<file path="config.mk">
export PLATFORM = sky130hd
export DESIGN_NAME = fetch_sequencer_flat
export DESIGN_NICKNAME = d
export VERILOG_FILES = /design/src/rtl/fetch_sequencer_if.sv /design/src/rtl/fetch_sequencer.sv /design/src/flat_wrapper.sv
export SDC_FILE = /design/constraint.sdc
export NUM_CORES = 1
export LEC_CHECK = 0
export CORE_AREA = 2 2 102 104
export DETAILED_ROUTE_END_ITERATION = 8
export DIE_AREA = 0 0 104 106
export GPL_TIMING_DRIVEN = 0
export HOLD_SLACK_MARGIN = 0.1
export PLACE_DENSITY_LB_ADDON = 0.3
export SETUP_SLACK_MARGIN = 0.5
export SYNTH_ARGS = -nofsm -noshare
export SYNTH_HDL_FRONTEND = slang
export SYNTH_SLANG_ARGS = --single-unit
</file>
<file path="constraint.sdc">
create_clock -name clock -period 3.2 [get_ports clock]
set_input_delay 0.64 -clock clock [delete_from_list [all_inputs] [get_ports clock]]
set_output_delay 0.64 -clock clock [all_outputs]
set_load 0.03 [all_outputs]
</file>
<file path="src/rtl/fetch_sequencer_if.sv">
// Bundle between the fetch sequencer and its control/branch logic and instruction memory.
// The master side is the sequencer itself; the slave side is whoever consumes its outputs.
interface fetch_sequencer_if #(
    parameter int ADDR_WIDTH  = 32,
    parameter int COUNT_WIDTH = 16
);
    logic                   stall;
    logic                   branch_taken;
    logic [ADDR_WIDTH-1:0]  branch_target;
    logic [ADDR_WIDTH-1:0]  readAddress;
    logic                   fetch_en;
    logic                   instr_valid;
    logic                   commit;
    logic                   halted;
    logic [COUNT_WIDTH-1:0] instr_count;

    modport master (
        input  stall, branch_taken, branch_target,
        output readAddress, fetch_en, instr_valid, commit, halted, instr_count
    );

    modport slave (
        output stall, branch_taken, branch_target,
        input  readAddress, fetch_en, instr_valid, commit, halted, instr_count
    );
endinterface

</file>
<file path="src/rtl/fetch_sequencer.sv">
// Owns the PC and the per-instruction cycle budget: one fetch strobe, an execute window
// that stalls can stretch, then a commit to PC+1 or a branch target; halts off the program.
module fetch_sequencer #(
    parameter int CYCLES_PER_INSTR = 10,
    parameter int ADDR_WIDTH       = 32,
    parameter int MEM_DEPTH        = 11,
    parameter int COUNT_WIDTH      = 16
) (
    input  logic              clock,
    input  logic              reset,
    fetch_sequencer_if.master bus
);
    localparam int CNT_W = (CYCLES_PER_INSTR > 2) ? $clog2(CYCLES_PER_INSTR) : 1;
    localparam logic [CNT_W-1:0]      LAST_CNT = CNT_W'(CYCLES_PER_INSTR - 2);
    localparam logic [ADDR_WIDTH-1:0] DEPTH_A  = ADDR_WIDTH'(MEM_DEPTH);

    typedef enum logic [1:0] {FETCH, EXEC, HALT} state_t;

    state_t                 state_q, state_d;
    logic [CNT_W-1:0]       cnt_q, cnt_d;
    logic [ADDR_WIDTH-1:0]  pc_q, pc_d;
    logic [COUNT_WIDTH-1:0] count_q, count_d;
    logic                   fetch_en_q;
    logic                   halted_q;
    logic                   commitNow;
    logic [ADDR_WIDTH-1:0]  nextPc;

    // FETCH with fetch_en_q low only occurs straight out of reset: that first edge raises the strobe.
    always_comb begin
        state_d   = state_q;
        cnt_d     = cnt_q;
        pc_d      = pc_q;
        count_d   = count_q;
        commitNow = 1'b0;
        nextPc    = bus.branch_taken ? bus.branch_target : pc_q + 1'b1;
        case (state_q)
            FETCH: begin
                if (fetch_en_q) begin
                    state_d = EXEC;
                    cnt_d   = '0;
                end
            end
            EXEC: begin
                if (!bus.stall) begin
                    if (cnt_q == LAST_CNT) begin
                        commitNow = 1'b1;
                        pc_d      = nextPc;
                        if (count_q != '1) begin
                            count_d = count_q + 1'b1;
                        end
                        state_d = (nextPc >= DEPTH_A) ? HALT : FETCH;
                    end else begin
                        cnt_d = cnt_q + 1'b1;
                    end
                end
            end
            HALT: begin
                state_d = HALT;
            end
            default: begin
                state_d = FETCH;
            end
        endcase
    end

    always_ff @(posedge clock or negedge reset) begin
        if (!reset) begin
            state_q    <= FETCH;
            cnt_q      <= '0;
            pc_q       <= '0;
            count_q    <= '0;
            fetch_en_q <= 1'b0;
            halted_q   <= 1'b0;
        end else begin
            state_q    <= state_d;
            cnt_q      <= cnt_d;
            pc_q       <= pc_d;
            count_q    <= count_d;
            fetch_en_q <= (state_d == FETCH);
            halted_q   <= (state_d == HALT);
        end
    end

    assign bus.readAddress = pc_q;
    assign bus.fetch_en    = fetch_en_q;
    assign bus.instr_valid = (state_q == EXEC);
    assign bus.commit      = commitNow;
    assign bus.halted      = halted_q;
    assign bus.instr_count = count_q;
endmodule

</file>
<file path="src/flat_wrapper.sv">
// flat-port wrapper written by rule: the top's interface ports become plain ports
module fetch_sequencer_flat 
#(
    parameter int CYCLES_PER_INSTR = 10,
    parameter int ADDR_WIDTH       = 32,
    parameter int MEM_DEPTH        = 11,
    parameter int COUNT_WIDTH      = 16
)
  (clock, reset, bus_stall, bus_branch_taken, bus_branch_target, bus_readAddress, bus_fetch_en, bus_instr_valid, bus_commit, bus_halted, bus_instr_count);
  fetch_sequencer_if #(.ADDR_WIDTH(ADDR_WIDTH), .COUNT_WIDTH(COUNT_WIDTH)) bus_i ();
  input  logic clock;
  input  logic reset;
  input wire logic [$bits(bus_i.stall)-1:0] bus_stall;
  input wire logic [$bits(bus_i.branch_taken)-1:0] bus_branch_taken;
  input wire logic [$bits(bus_i.branch_target)-1:0] bus_branch_target;
  output wire logic [$bits(bus_i.readAddress)-1:0] bus_readAddress;
  output wire logic [$bits(bus_i.fetch_en)-1:0] bus_fetch_en;
  output wire logic [$bits(bus_i.instr_valid)-1:0] bus_instr_valid;
  output wire logic [$bits(bus_i.commit)-1:0] bus_commit;
  output wire logic [$bits(bus_i.halted)-1:0] bus_halted;
  output wire logic [$bits(bus_i.instr_count)-1:0] bus_instr_count;
  assign bus_i.stall = bus_stall;
  assign bus_i.branch_taken = bus_branch_taken;
  assign bus_i.branch_target = bus_branch_target;
  assign bus_readAddress = bus_i.readAddress;
  assign bus_fetch_en = bus_i.fetch_en;
  assign bus_instr_valid = bus_i.instr_valid;
  assign bus_commit = bus_i.commit;
  assign bus_halted = bus_i.halted;
  assign bus_instr_count = bus_i.instr_count;
  fetch_sequencer #(.CYCLES_PER_INSTR(CYCLES_PER_INSTR), .ADDR_WIDTH(ADDR_WIDTH), .MEM_DEPTH(MEM_DEPTH), .COUNT_WIDTH(COUNT_WIDTH)) u_core (.clock(clock), .reset(reset), .bus(bus_i));
endmodule
</file>
==> out/results.ini <==
[timing]
hold_violations = 0
skew_ps = 15.3
fin_crit_sh = 0.865
drv_slew = 0
rsz0062_at_grt = true
tightest_slew_ps = 643
max_freq_ghz = 0.361
setup_viol = 0
tns_ps = 0
post-route-min-period_ps = 2770
slew_headroom = 0.570

[setup_path]
worstPathMaxFanout = 2
startpoint = bus_branch_target[21]
end_kind = register
worstSetupPathType = in -> reg
startpoint_type = input port
worstPathRequired_ps = 3470
arrival_ps = 3030
r2r-start = u_core.bus.readAddress[0]

[layout]
layout-area-overhead-vs-synth_pct = 39.9
final_layout_size_suffix_gt1_frac = 0.192
fin_nets = 613
diodes = 0
layout.cells.non_filler = 710

[logic_synthesis]
synth_top_family_by_area = simple AND/OR/NAND/NOR gates
syn_inst = 449
postSynth.asyncResetShare = 1.00
synth_fa_ha_area_frac = 0.0130
ys_seq_area_frac = 0.364
synth-compound-area-share = 0.160
synth_nets = 489
muxShareOfSynthArea = 0.0221
synth.cell_area_mm2 = 0.00385
ys_types = 65
synth-edff-count = 0
synth_ff_type = dfrtp_1
avgSynthCellArea_um2 = 8.57
yosysWarnings = 0
ys_ff_latch = 56
synth_simple_gate_area_frac = 0.307
synth_xor_area_frac = 0.0705

[power_and_ir_drop]
p_per_area_mw_per_mm2 = 656
ir_drop_uv = 382
p_leak_nw = 2.10

[clock_network]
clock_sink_count = 56
clk_latency_ps = 330
cts_inserted_buffers = 5
max-clock-path-buffers = 2
cts_htree_levels = 2
cts-root-buf = clkbuf_8
cts_tree = yes
clkTransAtPathRegs_ps = 120

[place]
dp_hpwl_um = 8940
dp.cells = 673
place_congestion = 0.914
portBuffers = 87

[routing]
drtIter0Drc = 358
via_count = 4090
viasPerCell = 5.76
ant_nets = 0
routedWlPerCell_um = 17.9
drt-total-wl_um = 12700
first_pass_iters = 5
drc_errors = 0

[die]
rows = 37
die_h_um = 106
core_area_mm2 = 0.0100
initial_core_util = 0.385
die_w_um = 104
pin_count = 88
die_area_mm2 = 0.0110

[worst_hold_path]
hold_path_class = in -> async

[global_routing]
grt_pass1_vias = 3966
grt_max_degree = 39
antenna_found_initial = 0
grt-ovfl-total = 0
grtUsageTotal = 0.227
grt_pass1_wl_um = 20300

[run]
maxCapViolCount = 0

[status]
status = complete, no violations

==> layout make-up <==
| type | instances | area, um2 |
|---|---|---|
| Buffer | 27 | 234 |
| Clock buffer | 5 | 68.8 |
| Clock inverter | 3 | 22.5 |
| Fill cell | 915 | 4610 |
| Inverter | 12 | 45.0 |
| Multi-Input combinational cell | 354 | 2320 |
| Sequential cell | 56 | 1410 |
| Tap cell | 136 | 170 |
| Timing Repair Buffer | 117 | 1120 |
==> timing repair <==
item                                   4_1_cts  5_1_grt
pin swaps                                    5        6
hold buffers                                 0        0
endpoints found under the hold margin        0        0
buffers inserted                            14       15
setup endpoints to repair                   19       12
cloned                                       0        0
gates resized for setup                     34       14
==> synthesized netlist by cell type (all sizes together) (4+ instances only) <==
cell type,n,share of area
and3,12,0.021
a2111oi,5,0.013
o21ai,39,0.051
buf,11,0.024
a31oi,7,0.011
nor4,13,0.023
nand3,26,0.038
nor3,15,0.019
a221o,4,0.010
xnor2,21,0.048
inv,12,0.012
and4,5,0.012
a21oi,20,0.026
nand2b,6,0.0098
mux2,4,0.012
nand4,22,0.044
nor2b,5,0.0081
or4,5,0.012
ha,4,0.013
nor2,26,0.026
o22ai,7,0.011
dfrtp,56,0.36
and2,6,0.0098
nand2,57,0.056
mux2i,4,0.010
clkbuf,16,0.029
xor2,10,0.023
==> critical path, stage by stage <==
cell and delay, ps:
clkdlybuf4s50_1 460, nor4_2 330, nand4b_1 140, a221o_1 370, or4_4 450, nor4_4 340
a32oi_2 190, nor2_2 100
==> power by group <==
part,internal [mW],switching [mW]
clock network,0.158,0.270
registers,0.913,0.256
logic,0.857,1.08
==> cells in the final DEF, fill, tap and decap left out, types with 3 or more instances in the layout <==
| master | count |
|---|---|
| a21oi_1 | 19 |
| a221o_1 | 4 |
| a31oi_1 | 7 |
| and2_1 | 6 |
| and3_1 | 8 |
| and3_2 | 3 |
| and4_1 | 4 |
| buf_4 | 32 |
| buf_6 | 6 |
| buf_8 | 3 |
| clkbuf_1 | 6 |
| clkbuf_2 | 4 |
| clkbuf_8 | 9 |
| clkdlybuf4s50_1 | 84 |
| dfrtp_1 | 48 |
| dfrtp_2 | 8 |
| ha_1 | 3 |
| inv_1 | 11 |
| mux2_2 | 4 |
| mux2i_1 | 4 |
| nand2_1 | 56 |
| nand2b_1 | 6 |
| nand3_1 | 23 |
| nand4_1 | 20 |
| nor2_1 | 24 |
| nor2b_1 | 5 |
| nor3_1 | 15 |
| nor4_1 | 9 |
| nor4_2 | 3 |
| o21ai_0 | 38 |
| o22ai_1 | 7 |
| xnor2_1 | 21 |
| xor2_1 | 10 |
==> state kept, by name, indices dropped and copies added (netlist names) <==
| name | cells |
|---|---|
| u_core.bus.readAddress | 32 |
| u_core.bus.instr_count | 16 |
| u_core.cnt_q | 4 |
| u_core.bus.halted | 1 |
| u_core.state_q | 2 |
| u_core.bus.fetch_en | 1 |
==> logic make-up after synthesis <==
logic type / Yosys count
and+or+nand+nor: 212
AOI/OAI and AO/OA: 99
DFF: 56
buffers and inverters: 39
xor gates and xnor gates: 31
muxes: 8
adders and majority gates: 4
==> layer usage <==
| layer | track usage | share of wire | wire (um) | up-vias |
|---|---|---|---|---|
| li1 | - | - | - | 1890 |
| met1 | 0.291 | 0.41 | 5160 | 1927 |
| met2 | 0.372 | 0.47 | 5940 | 235 |
| met3 | 0.0546 | 0.098 | 1250 | 38 |
| met4 | 0.0888 | 0.028 | 357 | 0 |
| met5 | 0 | 0 | 0 | - |
==> stage by stage <==
| step | cell area, um2 | utilization | worst slack [ps] | total power, mW | hold WS, ps |
|---|---|---|---|---|---|
| 2_1_floorplan | 3880 | - | 515 | 2.25 | 344 |
| 3_3_place_gp | 4920 | 0.492 | -765 | 2.87 | 483 |
| 3_5_place_dp | 4930 | 0.493 | -751 | 2.91 | 486 |
| 4_1_cts | 5240 | 0.524 | 471 | 3.46 | 260 |
| 5_1_grt | 5390 | 0.539 | 298 | 3.75 | 280 |
| 6_report | 5390 | 0.539 | 432 | 3.53 | 243 |
==> final timing paths <==
kind,to,slack (ps),cells after the start
worst max-delay path,u_core.bus.fetch_en,430,8
worst min-delay path,u_core.bus.readAddress[17],240,1
worst max register to register,u_core.bus.fetch_en,440,11
worst min register to register,u_core.bus.instr_count[15],500,1
max in group asynchronous,u_core.bus.readAddress[13],2370,2
min in group clock,u_core.bus.instr_count[15],500,1
Power figures use the tool's default switching activity.
